$ cat src/rtl/one_sixteen_demux_pkg.sv
// Shared slot numbering and FSM encodings for the 16:1 select / 1:16 demux pair.
package one_sixteen_demux_pkg;

    localparam int unsigned NUM_SLOTS = 16;
    localparam int unsigned SEL_W     = 4;

    localparam logic [SEL_W-1:0] FIRST_SLOT = '0;
    localparam logic [SEL_W-1:0] LAST_SLOT  = SEL_W'(NUM_SLOTS - 1);

    typedef enum logic {
        HUNT = 1'b0,
        RUN  = 1'b1
    } state_t;

    function automatic logic [NUM_SLOTS-1:0] slot_onehot(input logic [SEL_W-1:0] slot);
        logic [NUM_SLOTS-1:0] v;
        v = '0;
        v[slot] = 1'b1;
        return v;
    endfunction

endpackage

$ cat src/rtl/one_sixteen_demux_slot_ctr.sv
// Slot counter for the demux: load-to-1 on sync capture, increment on a valid sample.
module demux_slot_ctr
    import one_sixteen_demux_pkg::*;
(
    input  logic             clk,
    input  logic             rst,
    input  logic             i_en,
    input  logic             i_load,
    output logic [SEL_W-1:0] o_sel,
    output logic             o_last
);

    logic [SEL_W-1:0] r_sel;

    // Load has priority: a sync sample is always slot 0, so the next slot is 1.
    always_ff @(posedge clk) begin
        if (rst) begin
            r_sel <= FIRST_SLOT;
        end else if (i_load) begin
            r_sel <= SEL_W'(1);
        end else if (i_en) begin
            r_sel <= r_sel + 1'b1;
        end
    end

    assign o_sel  = r_sel;
    assign o_last = (r_sel == LAST_SLOT);

endmodule

$ cat src/rtl/one_sixteen_demux.sv
// 1:16 time-division demultiplexer with frame-sync alignment and atomic frame output.
module one_sixteen_demux
    import one_sixteen_demux_pkg::*;
(
    input  logic                 clk,
    input  logic                 rst,
    input  logic                 din,
    input  logic                 din_valid,
    input  logic                 frame_sync,
    output logic [NUM_SLOTS-1:0] out,
    output logic [SEL_W-1:0]     sel,
    output logic                 locked,
    output logic                 frame_done,
    output logic                 sync_err
);

    state_t               r_state;
    logic [NUM_SLOTS-1:0] r_shadow;
    logic [NUM_SLOTS-1:0] r_out;
    logic                 r_locked;
    logic                 r_done;
    logic                 r_err;

    logic [SEL_W-1:0]     w_sel;
    logic                 w_last;
    logic                 w_run;
    logic                 w_sync_sample;
    logic                 w_accept;
    logic                 w_resync;
    logic                 w_capture;
    logic [SEL_W-1:0]     w_slot;
    logic [NUM_SLOTS-1:0] w_wr_en;

    assign w_run         = (r_state == RUN);
    assign w_sync_sample = din_valid & frame_sync;
    assign w_accept      = din_valid & (w_run | frame_sync);
    assign w_resync      = w_sync_sample & w_run & (w_sel != FIRST_SLOT);
    // A sync at slot 15 is a resync, never a capture.
    assign w_capture     = din_valid & w_run & w_last & ~frame_sync;
    assign w_slot        = frame_sync ? FIRST_SLOT : w_sel;
    assign w_wr_en       = w_accept ? slot_onehot(w_slot) : '0;

    demux_slot_ctr u_slot_ctr (
        .clk    (clk),
        .rst    (rst),
        .i_en   (din_valid & w_run),
        .i_load (w_sync_sample),
        .o_sel  (w_sel),
        .o_last (w_last)
    );

    always_ff @(posedge clk) begin
        if (rst) begin
            r_state  <= HUNT;
            r_shadow <= '0;
            r_out    <= '0;
            r_locked <= 1'b0;
            r_done   <= 1'b0;
            r_err    <= 1'b0;
        end else begin
            r_done <= w_capture;
            r_err  <= w_resync;

            if (w_sync_sample) begin
                r_state  <= RUN;
                r_locked <= 1'b1;
            end

            // A resync drops the partial frame and restarts it with this sample as slot 0.
            if (w_resync) begin
                r_shadow <= {{(NUM_SLOTS-1){1'b0}}, din};
            end else begin
                for (int unsigned i = 0; i < NUM_SLOTS; i++) begin
                    if (w_wr_en[i]) begin
                        r_shadow[i] <= din;
                    end
                end
            end

            if (w_capture) begin
                r_out <= {din, r_shadow[NUM_SLOTS-2:0]};
            end
        end
    end

    assign out        = r_out;
    assign sel        = w_sel;
    assign locked     = r_locked;
    assign frame_done = r_done;
    assign sync_err   = r_err;

endmodule
$ cat config.mk
export PLATFORM = sky130hd
export DESIGN_NAME = one_sixteen_demux
export DESIGN_NICKNAME = d
export VERILOG_FILES = /design/src/rtl/one_sixteen_demux_pkg.sv /design/src/rtl/one_sixteen_demux_slot_ctr.sv /design/src/rtl/one_sixteen_demux.sv
export SDC_FILE = /design/constraint.sdc
export NUM_CORES = 1
export LEC_CHECK = 0
export BUFFER_PORTS_ARGS = -buffer_cell sky130_fd_sc_hd__buf_4
export CORE_MARGIN = 5
export CORE_UTILIZATION = 41
export CTS_CLUSTER_DIAMETER = 60
export CTS_CLUSTER_SIZE = 20
export DETAILED_ROUTE_END_ITERATION = 8
export SYNTH_ARGS = -nofsm -noshare
export SYNTH_HDL_FRONTEND = slang
export SYNTH_SLANG_ARGS = --single-unit
$ cat constraint.sdc
create_clock -name clk -period 1.5 [get_ports clk]
set_clock_uncertainty 0.1 [all_clocks]
set_input_delay 0.15 -clock clk [delete_from_list [all_inputs] [get_ports clk]]
set_output_delay 0.15 -clock clk [all_outputs]
set_load 0.01 [all_outputs]
Word level (Yosys, flattened, before mapping)
Index checks and enable logic that the tools add are counted.
Storage, ports and cells
  flip-flop bits (word level): 38
  logic and storage cells: 48
  input port bits: 5
Operators by class
  bitwise logic cells: 9
  order comparisons: 2
  eq/ne operators: 1
  $add $sub $neg: 1
  mux-type cells: 8
  reductions and logical operators: 6
Operators by type and width (count)
  $mux 16: 1
  $and 1x1->1: 7
  $lt 4x5->1 const B: 1
  $mux 1: 5
  $add 4x1->4 const B: 1
  $demux 1 s4: 1
  $eq 4x4->1 const B: 1
  $ge 4x1->1 const B: 1
  $mux 4: 1
  $reduce_bool 2->1: 2
  $reduce_bool 4->1: 1
  $reduce_or 2->1: 2
  $logic_and 1x1->1: 1
  $not 1->1: 1
  $or 1x1->1: 1

Longest topological paths before layout
Gate-level depths: netlist (run 1).
  depth in word-level cells: 8
  depth in mapped cells: 7
  depth with buffers taken out: 5

Hierarchy
From an unflattened synthesis (run 1), not the netlist that was laid out.
Unflattened totals
  cell total of the unflattened synthesis: 187
  area, all modules: 1654.1 um2
Modules (own cells, without submodules)
  one_sixteen_demux: seq. area each 680.7 um2, times used 1, cells an instance 169, area an instance 1467.7 um2
  demux_slot_ctr: seq. area each 80.1 um2, times used 1, cells an instance 18, area an instance 186.4 um2

Worst setup path before layout (run 1)
OpenSTA, ideal clock, no wires.
  path type: register -> register
  from: register u_slot_ctr.r_sel[1], in the netlist u_slot_ctr.o_sel[1]
  to: register r_shadow[1]
  path slack: -0.230 ns
  cell stages (with the launch flop): 8
  path buffers: 2
  period minus slack after synthesis: 1.730 ns
  setup time: 0.126 ns
  data required time: 1.274 ns
  arrival: 1.504 ns
  path through: dfxtp_1 -> clkbuf_1 -> inv_1 -> ha_1 -> nor3b_1 -> o21bai_2 -> buf_2 -> a21oi_1
On the way
  word-level cells in the longest chain between the ends: 6
  elaborated cells on any way between the ends: 10
  classes of those cells: order compare: 2; mux: 4; bitwise: 1; reduce/logical: 3
RTL lines
  start, declared: RTL line one_sixteen_demux_slot_ctr.sv:13  | logic [SEL_W-1:0] r_sel;
  start signal, assigned: RTL line one_sixteen_demux_slot_ctr.sv:22  | r_sel <= r_sel + 1'b1;
  $mux 4: RTL line one_sixteen_demux.sv:40  | assign w_slot = frame_sync ? FIRST_SLOT : w_sel;
  $lt 4x5->1 (implied by the code) / $ge 4x1->1 (equally long branches): RTL line one_sixteen_demux_pkg.sv:18  | v[slot] = 1'b1;
  $logic_and 1x1->1 (implied by the code): RTL line one_sixteen_demux_pkg.sv:18
  $mux 1 (implied by the code): RTL line one_sixteen_demux_pkg.sv:18
  $demux 1 s4: RTL line one_sixteen_demux_pkg.sv:18
  $mux 16: RTL line one_sixteen_demux.sv:41  | assign w_wr_en = w_accept ? slot_onehot(w_slot) : '0;
  end signal, assigned: RTL line one_sixteen_demux.sv:71  | r_shadow <= {{(NUM_SLOTS-1){1'b0}}, din};
  end signal, assigned by index: RTL line one_sixteen_demux.sv:75  | r_shadow[i] <= din;
  end, declared: RTL line one_sixteen_demux.sv:18  | logic [NUM_SLOTS-1:0] r_shadow;
Parallel ways exist; a longest one is shown, timed or not.
A chain may end at the register's enable or synchronous reset.

Final worst setup path (run 1)
  from: register u_slot_ctr.r_sel[0], in the netlist u_slot_ctr.o_sel[0]
  to: register r_shadow[13]
Same word-level chain as after synthesis.

==> results of run 1 <==
==> report_power, final <==
| group | leakage, µW | total [µW] | internal [µW] | switching, µW |
|---|---|---|---|---|
| registers | 0.000309 | 1030 | 1020 | 10.5 |
| logic | 0.000398 | 129 | 46.2 | 83.0 |
| clock network | 0.0000482 | 724 | 371 | 353 |
==> cells by family after synthesis <==
family                     synth area share (%)
AOI/OAI and AO/OA                          25.1
and+or+nand+nor                            20.8
DFF                                        44.3
buffers and inverters                      7.73
adders and majority gates                  1.46
muxes                                     0.583
==> metal layers <==
layer / track usage [%] / vias to the layer above
li1: - / 784
met1: 22.6 / 752
met2: 27.2 / 52
met3: 2.94 / 11
met4: 8.30 / 0
met5: 0 / -
==> worst max-delay path: cells and delay by family, from the launching register on <==
family | cells | cell delay (ns)
adders and majority gates | 1 | 0.19
AOI/OAI and AO/OA | 2 | 0.40
DFF | 1 | 0.36
and+or+nand+nor | 1 | 0.17
buffers and inverters | 1 | 0.05
==> repair_timing <==
item / CTS / global route
hold endpoints to repair: 1 / 0
gates resized for setup: 3 / 4
endpoints found under the setup margin: 24 / 34
hold buffers: 1 / 0
cloned: 0 / 1
pin swaps: 0 / 1
==> stage by stage <==
stage,worst slack (ns),util (%)
after floorplan,0.0176,-
after global placement,-0.0263,48.6
after detailed placement,-0.0843,48.6
after CTS,0.0175,51.4
after global routing,0.00499,52.0
final,0.0835,52.0
==> layout make-up <==
| class | instances | area (µm²) | share of cell area [%] |
|---|---|---|---|
| multi-input cells | 136 | 850 | 40.6 |
| well taps | 50 | 62.6 | 2.99 |
| flip-flops and latches | 38 | 767 | 36.6 |
| clock buffers | 7 | 86.3 | 4.12 |
| clock inverters | 1 | 5.00 | 0.239 |
| inverters | 3 | 11.3 | 0.538 |
| repair buffers | 39 | 312 | 14.9 |
==> sequential cells by signal, indices dropped and copies added (netlist names) <==
register,flops
r_shadow,15
out,16
frame_done,1
sync_err,1
locked,1
u_slot_ctr.o_sel,4
==> cell usage in the layout (no fill, tap or decap), types with 2 or more instances in the layout <==
cell type  count
a21oi_1       33
and2_1         3
buf_4         36
clkbuf_8       6
dfxtp_1       33
dfxtp_2        5
inv_1          3
nand2_1        2
nand2b_1       6
nand3_1       19
nand4_1       14
nor2_1         5
nor2b_1        4
nor3_1         2
o21ai_0       18
o31ai_1        8
o41ai_1        6
==> worst paths after layout <==
kind	startpoint	endpoint	slack [ns]	cells after the start
worst min-delay path	din_valid	u_slot_ctr.o_sel[3]$_SDFFE_PP0P_	0.06	2
worst min register to register	r_shadow[12]$_SDFFE_PP0P_	out[12]$_SDFFE_PP0P_	0.36	2
worst max register to register	u_slot_ctr.o_sel[0]$_SDFFE_PP0P_	r_shadow[13]$_SDFFE_PP0P_	0.08	5
worst max-delay path	u_slot_ctr.o_sel[0]$_SDFFE_PP0P_	r_shadow[13]$_SDFFE_PP0P_	0.08	5
==> metrics.md, run 1 <==
| Metric | Value |
|---|---|
| Slew margin rel. | `75.8%` |
| Synth Cell Area | `1720 µm²` |
| Cells after synthesis | `196` |
| Leading area contributor after synthesis | `dfxtp_1` |
| Critical Path AT | `1.47 ns` |
| Status | `complete, no violations` |
| Vias in the first global route | `1509` |
| 1st-iter DRT viols | `170` |
| Max Freq | `706 MHz` |
| Clock transition at the registers of the reported paths | `0.07 ns` |
| Clk buf depth | `2` |
| Fin crit period | `1.42 ns` |
| Synth top cells by count | `dfxtp_1 (38), a21oi_1 (33), nand3_1 (19)` |
| Max-cap viol count | `0` |
| First-pass GRT wire length | `7310 µm` |
| Number of flops mapped to enable cells by yosys | `0` |
| FFs w/ async S/R, synth | `0%` |
| Final hold violations | `0` |
| CTS tree | `yes` |
| Core area | `4030 µm²` |
| Total Routing Usage GR | `17.1%` |
| Final instance area | `2090 µm²` |
| RSZ-0062 raised after global routing | `false` |
| CP Launch Type | `flop` |
| Post-CTS Repair Setup Buffers | `0` |
| Final HPWL DP | `2900 µm` |
| Static Leak | `0.000755 µW` |
| CP Class | `reg -> reg` |
| # setup viols final | `0` |
| Slowest cell delay on critical path | `0.36 ns` |
| Antenna cells | `0` |
| Grt total ovfl | `0` |
| Crit-path slowest cell | `dfxtp_2` |
| Count of unique library cells instantiated by Yosys | `33` |
| Layout area overhead | `21.9%` |
| CP Max Fanout | `14` |
| Met2 WL post-DR | `2140 µm` |
| # DRC | `0` |
| Antenna violations before repair | `0` |
| Largest net degree at the start of global routing | `34` |
| Fin cells | `274` |
| CP cell instances | `inv_1 -> ha_1 -> nor3b_2 -> o21bai_4 -> a21oi_1` |
| Fillers | `404` |
| Worst-Margin Slew | `0.362 ns` |
| Row cnt | `23` |
| PortBufs | `27` |
| Number of H-tree levels | `2` |
| DR vias | `1599` |
| FF+latch count, synth | `38` |
| Area after DPL | `1960 µm²` |
| CTS root buf | `clkbuf_8` |
| Synthesis Warnings | `0` |
| Max layer used | `met4` |
| Die Span Y | `74.7 µm` |
| Cell Pwr Density | `897 nW/µm²` |
| DRT Pass-1 Iters | `4` |
| Synth top area share | `44.3%` |
| Io pins | `28` |
| Min-delay worst type | `in -> reg` |
| Clk Latency, worst-skew pair | `0.29 ns` |
| Synth area leaders | `dfxtp_1 (44%), a21oi_1 (9.6%), nand3_1 (5.5%)` |
| Initial Utilization | `42.6%` |
| WL met3 | `289 µm` |
| Mean Syn Cell Area | `8.76 µm²` |
| Drt total wl | `4450 µm` |
| Total Nets Final | `230` |
| WP data required | `1.56 ns` |
| Syn_nets | `203` |
| Routed length per instance | `16.2 µm` |
| CTS Sinks | `38` |
| Hold_ws | `0.0576 ns` |
| Final period utilization | `94.4%` |
| Post-DRT Antenna Nets | `0` |
| Most common cell in the netlist | `dfxtp_1` |
| Sequential fraction of the synthesis area | `44.3%` |
| Inserted Clock Buffers | `5` |
| Met1 WL | `1920 µm` |
| RePlAce Congestion | `0.812` |
| Die width | `74.7 µm` |
| Final Slew Violations | `0` |
| Worst Setup End Kind | `flop` |
| Post-synth top flop | `dfxtp_1` |
| Total power | `1880 µW` |
| Die footprint | `5580 µm²` |
| DP Cell Count | `264` |
| Fin Setup TNS | `0 ns` |
| VDD IR-drop max | `0.000446 V` |
| Layout cells sized above 1 | `25.4%` |
| Vias/cell | `5.84` |
Power figures use the tool's default switching activity.
==> run 2, diff against run 1 <==
REMOVE_ABC_BUFFERS = 1   (was not set)
==> run 2 against run 1 <==
Clock power grew 3.3%; wire length grew 0.79%; sequential cell count is the same; global-route usage grew 0.49 points.
==> metrics.md, run 2 (synthesis results as in run 1) <==
| Metric | Value |
|---|---|
| Layout area overhead | `25.1%` |
| Clock transition at the registers of the reported paths | `0.08 ns (about the same)` |
| Antenna violations before repair | `0 (unchanged)` |
| DR vias | `1645 (+2.9%)` |
| Initial Utilization | `42.6% (unchanged)` |
| Io pins | `28 (unchanged)` |
| Largest register FFs | `16 (unchanged)` |
| Cell Pwr Density | `890 nW/µm² (-0.85%)` |
| Die width | `74.7 µm (unchanged)` |
| Drt total wl | `4490 µm (+0.79%)` |
| CP Class | `reg -> reg` |
| Vias in the first global route | `1649 (+9.3%)` |
| Post-CTS Repair Setup Buffers | `0 (unchanged)` |
| Fin Setup TNS | `0 ns (unchanged)` |
| Clk buf depth | `2 (unchanged)` |
| Layout cells sized above 1 | `27.0% (+1.5 points)` |
| RePlAce Congestion | `0.874 (+7.8%)` |
| Worst Setup End Kind | `flop` |
| Total Nets Final | `236 (+2.6%)` |
| Final hold violations | `0 (unchanged)` |
| Status | `complete, no violations` |
| Total Routing Usage GR | `17.6% (+0.49 points)` |
| CP Launch Type | `flop` |
| CTS Sinks | `38 (unchanged)` |
| Clk Latency, worst-skew pair | `0.30 ns (about the same)` |
| Fillers | `402 (-0.50%)` |
| # DRC | `0 (unchanged)` |
| Capture point of the worst reg-to-reg path | `r_shadow[1]$_SDFFE_PP0P_` |
| Core area | `4030 µm² (unchanged)` |
| Post-DRT Antenna Nets | `0 (unchanged)` |
| PortBufs | `27 (unchanged)` |
| Hold endpoint | `u_slot_ctr.o_sel[3]$_SDFFE_PP0P_` |
| Slew margin rel. | `75.5% (-0.38 points)` |
| CTS tree | `yes` |
| Largest net degree at the start of global routing | `34 (unchanged)` |
| DRT Pass-1 Iters | `4 (unchanged)` |
| Worst-case reg-to-reg path depth | `5 (unchanged)` |
| RSZ-0062 raised after global routing | `true` |
| Number of H-tree levels | `2 (unchanged)` |
| Fin crit period | `1.47 ns (+0.0579 ns)` |
| Final HPWL DP | `2950 µm (+1.9%)` |
| WP data required | `1.58 ns (+0.02 ns)` |
| Routed length per instance | `16.0 µm (-1.4%)` |
| Layout Utilization | `53.3% (+1.4 points)` |
| Commonest non-fill, non-tap cell in the layout | `buf_4` |
| Antenna cells | `0 (unchanged)` |
| Die Span Y | `74.7 µm (unchanged)` |
| FF-to-FF setup slack | `0.03 ns (-0.06 ns)` |
| HP Start | `frame_sync` |
| First-pass GRT wire length | `7540 µm (+3.1%)` |
| Final Slew Violations | `0 (unchanged)` |
| # hold bufs at CTS | `0 (-1)` |
| Grt total ovfl | `0 (unchanged)` |
| Min-delay worst type | `in -> reg` |
| Max-cap viol count | `0 (unchanged)` |
| CTS root buf | `clkbuf_8` |
| Most frequent cells in the layout | `buf_4 (42), dfxtp_1 (36), a21oi_1 (33)` |
| Final period utilization | `98.3% (+3.9 points)` |
| # setup viols final | `0 (unchanged)` |
| Reg2reg start | `u_slot_ctr.o_sel[1]$_SDFFE_PP0P_` |
| VDD IR-drop max | `0.000381 V (-14%)` |
| CP Max Fanout | `8 (-6)` |
| 1st-iter DRT viols | `140 (-18%)` |
| Inserted Clock Buffers | `5 (unchanged)` |
| Static Leak | `0.000785 µW (+4.0%)` |
| Die footprint | `5580 µm² (unchanged)` |
| Critical Path AT | `1.55 ns (+0.08 ns)` |
| Max Freq | `678 MHz (-3.9%)` |
| Row cnt | `23 (unchanged)` |
| Hold_ws | `0.0235 ns (-0.0341 ns)` |
| Dpl ws | `-0.147 ns (-0.0623 ns)` |
| Worst-Margin Slew | `0.367 ns (+0.00564 ns)` |
| Hold path depth | `2 (unchanged)` |
| Fin worst setup slack | `0.0256 ns (-0.0579 ns)` |
| Vias/cell | `5.88 (+0.67%)` |
==> run 2: how the worst max path moves through the flow <==
| stage | from | endpoint | depth (start not counted) |
|---|---|---|---|
| finish | u_slot_ctr.o_sel[1]$_SDFFE_PP0P_ | r_shadow[1]$_SDFFE_PP0P_ | 5 |
| detailed placement | u_slot_ctr.o_sel[0]$_SDFFE_PP0P_ | r_shadow[11]$_SDFFE_PP0P_ | 5 |
| global placement | u_slot_ctr.o_sel[0]$_SDFFE_PP0P_ | r_shadow[5]$_SDFFE_PP0P_ | 5 |
| CTS | u_slot_ctr.o_sel[1]$_SDFFE_PP0P_ | out[13]$_SDFFE_PP0P_ | 6 |
| floorplan | locked$_SDFFE_PP0P_ | r_shadow[10]$_SDFFE_PP0P_ | 3 |
| global route | u_slot_ctr.o_sel[1]$_SDFFE_PP0P_ | out[10]$_SDFFE_PP0P_ | 6 |
==> run 2: report_power, final <==
part	total (µW)	switching (µW)	internal, µW
logic	138	83.4	54.3
registers	1030	10.6	1020
clock network	748	379	369
total	1910	473	1440
==> run 2: routing by layer <==
metal / vias to the layer above / GRT usage, % / routed length (µm)
met5: - / 0 / 0
met1: 798 / 20.7 / 1880
li1: 797 / - / -
met2: 44 / 31.3 / 2290
met4: 0 / 6.52 / 60
met3: 6 / 4.01 / 254
==> run 2: stage by stage <==
stage / power (µW) / cell area (µm²) / cells
floorplan: 1100 / 1600 / 176
global placement: 1170 / 2020 / 271
detailed placement: 1180 / 2020 / 271
CTS: 1930 / 2140 / 280
global route: 1970 / 2150 / 280
finish: 1910 / 2150 / 280
==> run 2: worst max-delay path, stage by stage, from the launching register on <==
cell      delay [ns]
dfxtp_1         0.31
buf_4           0.14
buf_4           0.16
nand2b_1        0.21
o41ai_1         0.31
a21oi_1         0.12
==> run 2: cell type report <==
cell class              count  area, µm²  share of cell area (%)
multi-input cells         136        850                    39.5
flip-flops and latches     38        763                    35.5
repair buffers             45        367                    17.1
clock buffers               6       82.6                    3.84
well taps                  50       62.6                    2.91
clock inverters             2       12.5                   0.582
inverters                   3       11.3                   0.524
==> run 2: timing repair <==
item	CTS	global route
cloned	1	0
resized for setup	5	6
endpoints found under the setup margin	22	14
pin swaps	2	0
